File: src/rtl/mask_codec_pkg.sv
// Shared types and constants for the two-share masking codec.
// State encoding, plain-word bit maps and default widths.
package mask_codec_pkg;

    typedef enum logic [2:0] {
        IDLE,
        RND,
        SETTLE,
        UNMASK,
        OUT
    } state_e;

    localparam int DEF_IN_W        = 4;
    localparam int DEF_OUT_W       = 3;
    localparam int DEF_RND_W       = 4;
    localparam int DEF_CORE_LAT    = 1;
    localparam int DEF_RND_TIMEOUT = 16;

    localparam int IN_COLD  = 0;
    localparam int IN_HOT   = 1;
    localparam int IN_MODE  = 2;
    localparam int IN_FAN   = 3;

    localparam int OUT_HEAT = 0;
    localparam int OUT_AC   = 1;
    localparam int OUT_FAN  = 2;

endpackage

File: src/rtl/mask_share_codec.sv
// Plain-domain encode/decode wrapper around a two-share masked core.
// Masks the input from fresh RNG words and recombines registered shares.
module mask_share_codec
    import mask_codec_pkg::*;
#(
    parameter int IN_W        = DEF_IN_W,
    parameter int OUT_W       = DEF_OUT_W,
    parameter int RND_W       = DEF_RND_W,
    parameter int CORE_LAT    = DEF_CORE_LAT,
    parameter int RND_TIMEOUT = DEF_RND_TIMEOUT
) (
    input  logic                   clk,
    input  logic                   rst_n,
    input  logic                   in_valid,
    output logic                   in_ready,
    input  logic [IN_W-1:0]        in_data,
    input  logic                   rnd_valid,
    output logic                   rnd_ready,
    input  logic [IN_W+RND_W-1:0]  rnd_data,
    output logic [IN_W-1:0]        sh0_out,
    output logic [IN_W-1:0]        sh1_out,
    output logic [RND_W-1:0]       gad_rnd,
    input  logic [OUT_W-1:0]       sh0_in,
    input  logic [OUT_W-1:0]       sh1_in,
    output logic                   out_valid,
    input  logic                   out_ready,
    output logic [OUT_W-1:0]       out_data,
    output logic                   busy,
    output logic                   rnd_err
);

    localparam int WW = $clog2(RND_TIMEOUT + 1);
    localparam int SW = $clog2(CORE_LAT + 1);
    localparam logic [WW-1:0] TO_V   = WW'(RND_TIMEOUT);
    localparam logic [SW-1:0] LAT_M1 = SW'(CORE_LAT - 1);

    state_e           state_q, state_d;
    logic [IN_W-1:0]  plain_q, plain_d;
    logic [IN_W-1:0]  sh0_q, sh0_d;
    logic [IN_W-1:0]  sh1_q, sh1_d;
    logic [RND_W-1:0] gr_q, gr_d;
    logic [OUT_W-1:0] q0_q, q0_d;
    logic [OUT_W-1:0] q1_q, q1_d;
    logic [OUT_W-1:0] od_q, od_d;
    logic             ov_q, ov_d;
    logic             err_q, err_d;
    logic [WW-1:0]    wait_q, wait_d;
    logic [SW-1:0]    set_q, set_d;

    logic [IN_W-1:0]  rnd_m;
    logic [RND_W-1:0] rnd_r;

    assign rnd_m = rnd_data[IN_W-1:0];
    assign rnd_r = rnd_data[IN_W+RND_W-1:IN_W];

    assign in_ready  = (state_q == IDLE);
    assign rnd_ready = (state_q == RND);
    assign busy      = (state_q != IDLE);
    assign sh0_out   = sh0_q;
    assign sh1_out   = sh1_q;
    assign gad_rnd   = gr_q;
    assign out_data  = od_q;
    assign out_valid = ov_q;
    assign rnd_err   = err_q;

    // State and datapath registers; reset wipes every share and result.
    always_ff @(posedge clk or negedge rst_n) begin
        if (!rst_n) begin
            state_q <= IDLE;
            plain_q <= '0;
            sh0_q   <= '0;
            sh1_q   <= '0;
            gr_q    <= '0;
            q0_q    <= '0;
            q1_q    <= '0;
            od_q    <= '0;
            ov_q    <= 1'b0;
            err_q   <= 1'b0;
            wait_q  <= '0;
            set_q   <= '0;
        end else begin
            state_q <= state_d;
            plain_q <= plain_d;
            sh0_q   <= sh0_d;
            sh1_q   <= sh1_d;
            gr_q    <= gr_d;
            q0_q    <= q0_d;
            q1_q    <= q1_d;
            od_q    <= od_d;
            ov_q    <= ov_d;
            err_q   <= err_d;
            wait_q  <= wait_d;
            set_q   <= set_d;
        end
    end

    // Next-state and datapath updates for the encode/settle/decode sequence.
    always_comb begin
        state_d = state_q;
        plain_d = plain_q;
        sh0_d   = sh0_q;
        sh1_d   = sh1_q;
        gr_d    = gr_q;
        q0_d    = q0_q;
        q1_d    = q1_q;
        od_d    = od_q;
        ov_d    = ov_q;
        err_d   = err_q;
        wait_d  = wait_q;
        set_d   = set_q;
        unique case (state_q)
            IDLE: begin
                if (in_valid) begin
                    plain_d = in_data;
                    wait_d  = '0;
                    state_d = RND;
                end
            end
            RND: begin
                if (rnd_valid) begin
                    sh0_d   = plain_q ^ rnd_m;
                    sh1_d   = rnd_m;
                    gr_d    = rnd_r;
                    plain_d = '0;
                    set_d   = LAT_M1;
                    state_d = SETTLE;
                end else begin
                    if (wait_q != TO_V) begin
                        wait_d = wait_q + 1'b1;
                    end
                    if (wait_d == TO_V) begin
                        err_d = 1'b1;
                    end
                end
            end
            SETTLE: begin
                if (set_q == '0) begin
                    q0_d    = sh0_in;
                    q1_d    = sh1_in;
                    state_d = UNMASK;
                end else begin
                    set_d = set_q - 1'b1;
                end
            end
            UNMASK: begin
                od_d    = q0_q ^ q1_q;
                ov_d    = 1'b1;
                sh0_d   = '0;
                sh1_d   = '0;
                gr_d    = '0;
                q0_d    = '0;
                q1_d    = '0;
                state_d = OUT;
            end
            OUT: begin
                if (out_ready) begin
                    ov_d    = 1'b0;
                    od_d    = '0;
                    state_d = IDLE;
                end
            end
            default: begin
                state_d = IDLE;
            end
        endcase
    end

endmodule

File: config.mk
export PLATFORM = sky130hd
export DESIGN_NAME = mask_share_codec
export DESIGN_NICKNAME = d
export VERILOG_FILES = /design/src/rtl/mask_codec_pkg.sv /design/src/rtl/mask_share_codec.sv
export SDC_FILE = /design/constraint.sdc
export NUM_CORES = 1
export LEC_CHECK = 0
export CORE_UTILIZATION = 40
export CTS_CLUSTER_SIZE = 40
export DETAILED_ROUTE_END_ITERATION = 8
export GPL_TIMING_DRIVEN = 0
export HOLD_SLACK_MARGIN = 0.12
export PLACE_DENSITY = 0.75
export SYNTH_ARGS = -nofsm -noshare
export SYNTH_HDL_FRONTEND = slang
export SYNTH_SLANG_ARGS = --single-unit
File: constraint.sdc
create_clock -name clk -period 1.5 [get_ports clk]
set_input_delay 0.3 -clock clk [delete_from_list [all_inputs] [get_ports clk]]
set_output_delay 0.3 -clock clk [all_outputs]
set_load 0.01 [all_outputs]
### Word-level counts from Yosys, hierarchy flattened

Cells that the tools add are included.

* register bits: 36
* bits of input ports: 23
* logic and storage cells: 73

* add/sub/neg operators: 2
* eq/ne operators: 11
* mux-type cells: 30
* bitwise gates (word level): 3
* reduce and logical (&&, ||, !) cells: 15

Operators by type and width (count)
* one-hot mux 4 bit (2 select lines): 4
* 2-to-1 mux 5 bit: 5
* 2-to-1 mux 4 bit: 5
* 2-to-1 mux 3 bit: 6
* one-hot mux 3 bit (2 select lines): 3
* one-hot mux 3 bit (5 select lines): 1
* inequality test 2 bit (second input constant): 5
* one-hot mux 5 bit (2 select lines): 1
* nonzero test 2 bit: 5
* AND reduction 3 bit: 3
* AND reduction 2 bit: 4
* equality test 3 x 2 -> 1 bit (second input constant): 2
* adder 5 x 1 -> 5 bit (second input constant): 1
* equality test 5 bit (second input constant): 1
* inequality test 5 bit (second input constant): 1
* one-hot mux 1 bit (2 select lines): 2
* AND reduction 4 bit: 1
* bitwise XOR 4 bit: 1
* equality test 3 x 1 -> 1 bit (second input constant): 1
* equality test 3 bit (second input constant): 1
* zero test 3 bit: 1
* 2-to-1 mux 1 bit: 3
* nonzero test 3 bit: 1
* bitwise XOR 3 bit: 1
* 2 further kinds: 2

### Depth between registers and ports, before layout

Gate-level depths: netlist of the first run.

* depth after elaboration: 6
* depth in mapped cells: 5

### Least setup slack after synthesis of the first run

Ideal clock, no wire load.

* path kind: flip-flop to flip-flop
* from: reg wait_q[0]
* to: reg wait_q[0]
* data arrival time: 1.246 ns
* path slack: 0.130 ns
* cell stages (with the launch flop): 6
* cells stage by stage: dfrtp_1 inv_1 ha_1 and4bb_1 and2_1 o31a_1

* word-level cells in the longest chain between the ends: 6
* elaborated cells on any way between the ends: 7

RTL lines
* from (decl): line mask_share_codec.sv:47 `logic [WW-1:0] wait_q, wait_d;`
* from (signal assigned): line mask_share_codec.sv:92 `wait_q <= wait_d;`
* adder 5 x 1 -> 5 bit / inequality test 5 bit (equally long branches): line mask_share_codec.sv:129, mask_share_codec.sv:128
* 2-to-1 mux 5 bit (*): line mask_share_codec.sv:128 `if (wait_q != TO_V) begin`
* 2-to-1 mux 5 bit (*): line mask_share_codec.sv:120 `if (rnd_valid) begin`
* 2-to-1 mux 5 bit (*): line mask_share_codec.sv:111 `unique case (state_q)`
* 2-to-1 mux 5 bit (*): line mask_share_codec.sv:120
* one-hot mux 5 bit (2 select lines) (*): line mask_share_codec.sv:111

Every way passes the cells marked *; elsewhere a longest branch is shown, timed or not. The select of a mux whose other input is x is not followed.
A chain may end at the register's enable or synchronous reset.

### Final worst setup path of the first run

* from: in rnd_valid
* to: reg wait_q[2]

* word-level cells in the longest chain between the ends: 2

RTL lines
* from (decl): line mask_share_codec.sv:17 `input logic rnd_valid,`
* inequality test 2 bit (no source line)
* AND reduction 3 bit (no source line)

Every way passes these cells.

==> impl_metrics.json, run 1 <==
{
  "critPathMaxStageDelay_ns": 0.59,
  "clkLatencyLatePin_ns": 0.28,
  "postRouteAntennaNets": 0,
  "synthTopCellsByArea": "dfrtp_1, nand2_1, o21ai_0",
  "required_ns": 1.73,
  "grt_pass1_vias": 1391,
  "yosys.area.top_type": "dfrtp_1",
  "grt_setup_unrepaired": "true",
  "switching_share": 0.370,
  "synthCells": 158,
  "fin_crit_ns": 1.56,
  "drc": 0,
  "pwr-share-comb": 0.485,
  "worstHoldStart": "rnd_err",
  "wl_per_cell_um": 14.5,
  "finalHoldViolCount": 0,
  "synth_top_area_frac": 0.531,
  "finalMaxSlewViolations": 0,
  "synth_edf_count": 0,
  "cts_inserted_buffers": 5,
  "grt_max_degree": 36,
  "run_status": "finished with violations",
  "globalplace.congestion": 0.795,
  "avgSynthCellArea_um2": 10.4,
  "dp.cells": 248,
  "cp_cell_sequence": "clkdlybuf4s50_1 > or4b_4 > nor4b_4 > a21o_1",
  "die_y_um": 66.2,
  "htreeDepth": 2,
  "cp-start-kind": "primary input",
  "clock-root-buffer": "clkbuf_8",
  "yosysUniqueCellTypes": 33,
  "clk_path_buf_depth": 2,
  "rr_startpoint": "state_q[1]",
  "start_util": 0.434,
  "instances_no_fill": 262,
  "vias_per_cell": 5.13,
  "dp_hpwl_um": 2760,
  "clkSinkCount": 35,
  "clkPwrFrac": 0.155,
  "worst_pin_slew_ns": 0.765,
  "yosys.cell_count.top_type": "dfrtp_1",
  "grt.total_usage": 0.194,
  "layout-drive-gt1-share": 0.168,
  "firstDrtPassIters": 4,
  "synthFlopType": "dfrtp_1",
  "fin_nets": 239,
  "synth_warnings": 0,
  "crit_type": "in2reg",
  "routed_wl_um": 3800,
  "crit_path_end_kind": "register",
  "ios": 43,
  "portBuffers": 42,
  "setup_ws_ns": -0.0609,
  "cts.clk_slew.worst_paths_ns": 0.07,
  "hold_end": "rnd_err",
  "antenna_found_initial": 0,
  "drtIter0Drc": 65,
  "netlist_area_um2": 1650,
  "cp_max_fo": 8,
  "switchingPower_mw": 1.62,
  "die_w_um": 66.2,
  "reg2reg_to": "wait_q[2]",
  "crit_path_top_delay_cell": "or4b_4",
  "synth_commonest_cells": "dfrtp_1, nand2_1, o21ai_0",
  "coreArea_um2": 3800,
  "hold_class": "reg2reg",
  "final_core_util": 0.623,
  "violations": "negative setup slack",
  "p_seq_frac": 0.360,
  "rows": 22,
  "worstPathArrival_ns": 1.79,
  "setup_viol": 2,
  "p_int_mw": 2.76,
  "finalClockSkew_ns": 0.00483,
  "ys_seq_area_frac": 0.531,
  "grt_first_pass_wirelength_um": 6200,
  "holdPathStages": 2,
  "p_leak_nw": 1.20,
  "ys_ff_latch": 35,
  "cts_tree": "built",
  "reg2reg_depth": 4,
  "synth-async-reset-ratio": 1.00,
  "overflow": 0,
  "max_cap_viol_count": 0,
  "vias": 1344,
  "fmax_mhz": 641,
  "synth_nets": 183,
  "powerDensity_nw_per_um2": 1850,
  "area_growth_pct": 43.3,
  "ir_worst_vdd_uv": 785,
  "finalCritPeriodShare": 1.04,
  "slew_headroom": 0.490,
  "die_area_um2": 4390,
  "rrSetupSlack_ns": -0.04,
  "num_antenna_cells": 0
}
==> routing by layer <==
| metal | wire length [µm] | track usage |
|---|---|---|
| met5 | 0 | 0 |
| met4 | 53 | 0.0718 |
| met3 | 109 | 0.0517 |
| met2 | 2090 | 0.348 |
| met1 | 1550 | 0.217 |
==> state kept, by name (all words and copies together), names as in the netlist <==
name and flops:
state_q 3, rnd_err 1, q0_q 3, gad_rnd 4, plain_q 4, out_valid 1, sh1_out 4, wait_q 5
q1_q 3, sh0_out 4, out_data 3
==> power by group through the flow <==
stage / Sequential, mW / Clock (mW) / Combinational, mW
6_report: 1.58 / 0.680 / 2.12
4_1_cts: 1.58 / 0.697 / 2.08
3_5_place_dp: 1.60 / 0 / 1.91
2_1_floorplan: 1.63 / 0 / 1.05
3_3_place_gp: 1.57 / 0 / 1.85
5_1_grt: 1.62 / 0.737 / 2.34
==> layout by cell type, fill, tap and decap left out, types with 3 or more instances in the layout <==
master           count
nand2b_1             5
o21ai_1              3
buf_4                7
inv_1                5
buf_2                4
and2_1               3
xnor2_1              7
clkdlybuf4s50_1     22
xor2_1               4
o21ai_0             16
clkbuf_8             6
a22o_1               9
dlymetal6s2s_1      14
o2bb2ai_1            4
dfrtp_1             33
nand2_1             28
buf_6                3
==> worst max-delay path, delay by kind of cell <==
| kind | cells | cell delay, ns |
|---|---|---|
| buf+inv | 1 | 0.56 |
| compound gates | 1 | 0.11 |
| simple gates | 2 | 0.81 |
==> kinds of logic (layout without fill, tap and decap cells) <==
group | Yosys count | count (layout) | share of synthesized area
flip-flops | 35 | 35 | 0.531
AO/OA/AOI/OAI | 42 | 42 | 0.178
adder cells (fa/ha/maj) | 2 | 2 | 0.0152
XOR/XNOR | 11 | 11 | 0.0584
AND/OR/NAND/NOR | 55 | 55 | 0.186
buffers and inverters | 13 | 69 | 0.0318
==> final cells by class <==
type | count | area (µm²)
plain buffers | 7 | 53.8
well taps | 48 | 60.1
inverters | 6 | 22.5
multi-input cells | 110 | 771
clock inverters | 1 | 5.00
fillers | 328 | 1430
repair buffers | 49 | 492
flip-flops and latches | 35 | 878
clock buffers | 6 | 82.6
==> what timing repair did <==
item,4_1_cts,5_1_grt
hold buffers,1,0
setup buffers,5,1
pin swaps,2,1
gates resized for setup,32,26
setup endpoints to repair,20,35
endpoints found under the hold margin,25,0
==> how the worst max path moves through the flow <==
stage	startpoint	endpoint	slack (ns)	cells past startpoint
after floorplan	wait_q[0]	wait_q[0]	0.13	5
after global placement	rst_n	gad_rnd[1]	-0.58	1
after detailed placement	rnd_valid	gad_rnd[2]	-0.40	4
after CTS	state_q[1]	wait_q[2]	-0.03	4
after global routing	state_q[1]	wait_q[2]	-0.11	4
final	rnd_valid	wait_q[2]	-0.06	4
==> per-stage QoR <==
| stage | hold WS [ns] | worst slack [ns] | setup TNS, ns | instance area [µm²] | power (mW) |
|---|---|---|---|---|---|
| 6_report | 0.464 | -0.0609 | -0.0798 | 2360 | 4.37 |
| 5_1_grt | 0.495 | -0.112 | -0.259 | 2360 | 4.70 |
| 4_1_cts | 0.476 | -0.0334 | -0.0684 | 2300 | 4.36 |
| 3_5_place_dp | 0.424 | -0.395 | -7.31 | 2130 | 3.51 |
| 3_3_place_gp | 0.449 | -0.578 | -26.60 | 2130 | 3.42 |
| 2_1_floorplan | 0.00441 | 0.130 | 0 | 1650 | 2.68 |
(Power assumes the default switching activity.)
==> run 2: changes to the inputs <==
Settings changed: CORE_ASPECT_RATIO set to 1.75.
==> impl_metrics.json, run 2 (same netlist as run 1, synthesis figures left out) <==
{
  "cts_tree": "built",
  "fin_nets": 243,
  "switchingPower_mw": 1.63,
  "postRouteAntennaNets": 0,
  "run_status": "finished with violations",
  "violations": "negative setup slack",
  "layout_commonest_cell": "dfrtp_1",
  "grt_setup_unrepaired": "true",
  "coreArea_um2": 3900,
  "fin_crit_ns": 1.54,
  "rows": 30,
  "worstPathArrival_ns": 1.78,
  "crit_path_end_kind": "register",
  "overflow": 0,
  "p_leak_nw": 1.20,
  "drc": 0,
  "endpoint": "wait_q[2]",
  "clkPwrFrac": 0.185,
  "htreeDepth": 2,
  "layout-drive-gt1-share": 0.183,
  "grt_max_degree": 36,
  "cp_max_fo": 5,
  "dp.cells": 248,
  "reg2reg_depth": 4,
  "instances_no_fill": 267,
  "largest_reg_flops": 5,
  "cts.clk_slew.worst_paths_ns": 0.07,
  "slew_headroom": 0.476,
  "reg2reg_to": "wait_q[2]",
  "final_cell_mix": "dfrtp_1, nand2_1, clkdlybuf4s50_1",
  "worst_pin_slew_ns": 0.786,
  "die_w_um": 50.6,
  "pwr-share-comb": 0.467,
  "ios": 43,
  "firstDrtPassIters": 4,
  "crit_type": "reg2reg",
  "p_seq_frac": 0.347,
  "clkLatencyLatePin_ns": 0.29,
  "finalClockSkew_ns": 0.00584,
  "drtIter0Drc": 32,
  "switching_share": 0.358,
  "finalHoldViolCount": 0,
  "setup.worst_path.start": "state_q[1]",
  "ir_worst_vdd_uv": 1290,
  "die_y_um": 87.0,
  "num_antenna_cells": 0,
  "clkSinkCount": 35,
  "finalCritPeriodShare": 1.03,
  "start_util": 0.423,
  "setup_viol": 2,
  "powerDensity_nw_per_um2": 1900,
  "fill_cells": 352,
  "routed_wl_um": 3630,
  "wl_per_cell_um": 13.6,
  "grt_first_pass_wirelength_um": 6180,
  "antenna_found_initial": 0,
  "portBuffers": 42,
  "finalMaxSlewViolations": 0,
  "clk_path_buf_depth": 2,
  "rrSetupSlack_ns": -0.04,
  "area_growth_pct": 45.0,
  "dp_hpwl_um": 2640,
  "required_ns": 1.73,
  "vias": 1362,
  "fmax_mhz": 648,
  "largest_register": "wait_q",
  "clock-root-buffer": "clkbuf_8",
  "globalplace.congestion": 0.798,
  "die_area_um2": 4400,
  "grt_pass1_vias": 1371,
  "tns_ns": -0.0495,
  "setup_ws_ns": -0.0424,
  "hold_class": "in2reg",
  "max_cap_viol_count": 0,
  "p_int_mw": 2.91,
  "rr_startpoint": "state_q[1]",
  "cp-start-kind": "register",
  "cts_inserted_buffers": 5,
  "vias_per_cell": 5.10,
  "grt.total_usage": 0.193
}
-- run 2: stage by stage --
| step | worst slack (ns) | power, mW | hold slack (ns) | instance area [µm²] | utilization |
|---|---|---|---|---|---|
| after floorplan | 0.130 | 2.68 | 0.00441 | 1650 | - |
| after global placement | -0.669 | 3.47 | 0.449 | 2130 | 0.546 |
| after detailed placement | -0.490 | 3.51 | 0.426 | 2130 | 0.545 |
| after CTS | -0.0352 | 4.53 | 0.470 | 2340 | 0.598 |
| after global routing | -0.107 | 4.87 | 0.440 | 2390 | 0.613 |
| final | -0.0424 | 4.54 | 0.420 | 2390 | 0.613 |
-- run 2: how the worst min path moves through the flow --
stage	start	endpoint	slack (ns)	depth (start not counted)
after floorplan	rst_n	gad_rnd[0]	0.004	0
after detailed placement	rst_n	sh1_out[2]	0.43	1
after CTS	rnd_err	rnd_err	0.47	2
after global routing	rnd_valid	state_q[1]	0.44	3
final	rnd_valid	state_q[1]	0.42	3
after global placement	rnd_err	rnd_err	0.45	2
-- run 2: power groups by stage --
stage	sequential, mW	clock [mW]	combinational (mW)
after detailed placement	1.60	0	1.91
after floorplan	1.63	0	1.05
final	1.58	0.842	2.12
after global placement	1.59	0	1.87
after global routing	1.62	0.898	2.35
after CTS	1.58	0.864	2.09
-- run 2: what timing repair did --
action,4_1_cts,5_1_grt
hold buffers,1,0
setup endpoints to repair,27,28
pin swaps,1,1
resized for setup,32,23
cloned,0,1
buffers inserted,8,1
endpoints found under the hold margin,26,0
-- run 2: area by class of cell --
class                      instances  area [µm²]  share of cell area
timing repair buffer              53         513               0.214
clock inverter                     3        43.8              0.0183
clock buffer                       5        68.8              0.0288
multi-input combinational        110         753               0.315
sequential                        35         878               0.367
inverter                           6        22.5             0.00941
buffer                             7        52.6              0.0220
tap                               48        60.1              0.0251
-- run 2: critical path, cell delays in order (launching register included) --
cell	delay, ns
dfrtp_2	0.44
buf_12	0.14
or4b_4	0.57
o221ai_1	0.20
a21o_1	0.13
-- run 2: routing by layer --
metal	global-route usage	wire length (µm)
met3	0.0436	121
met4	0.0985	85
met2	0.347	2010
met5	0	0
met1	0.206	1410
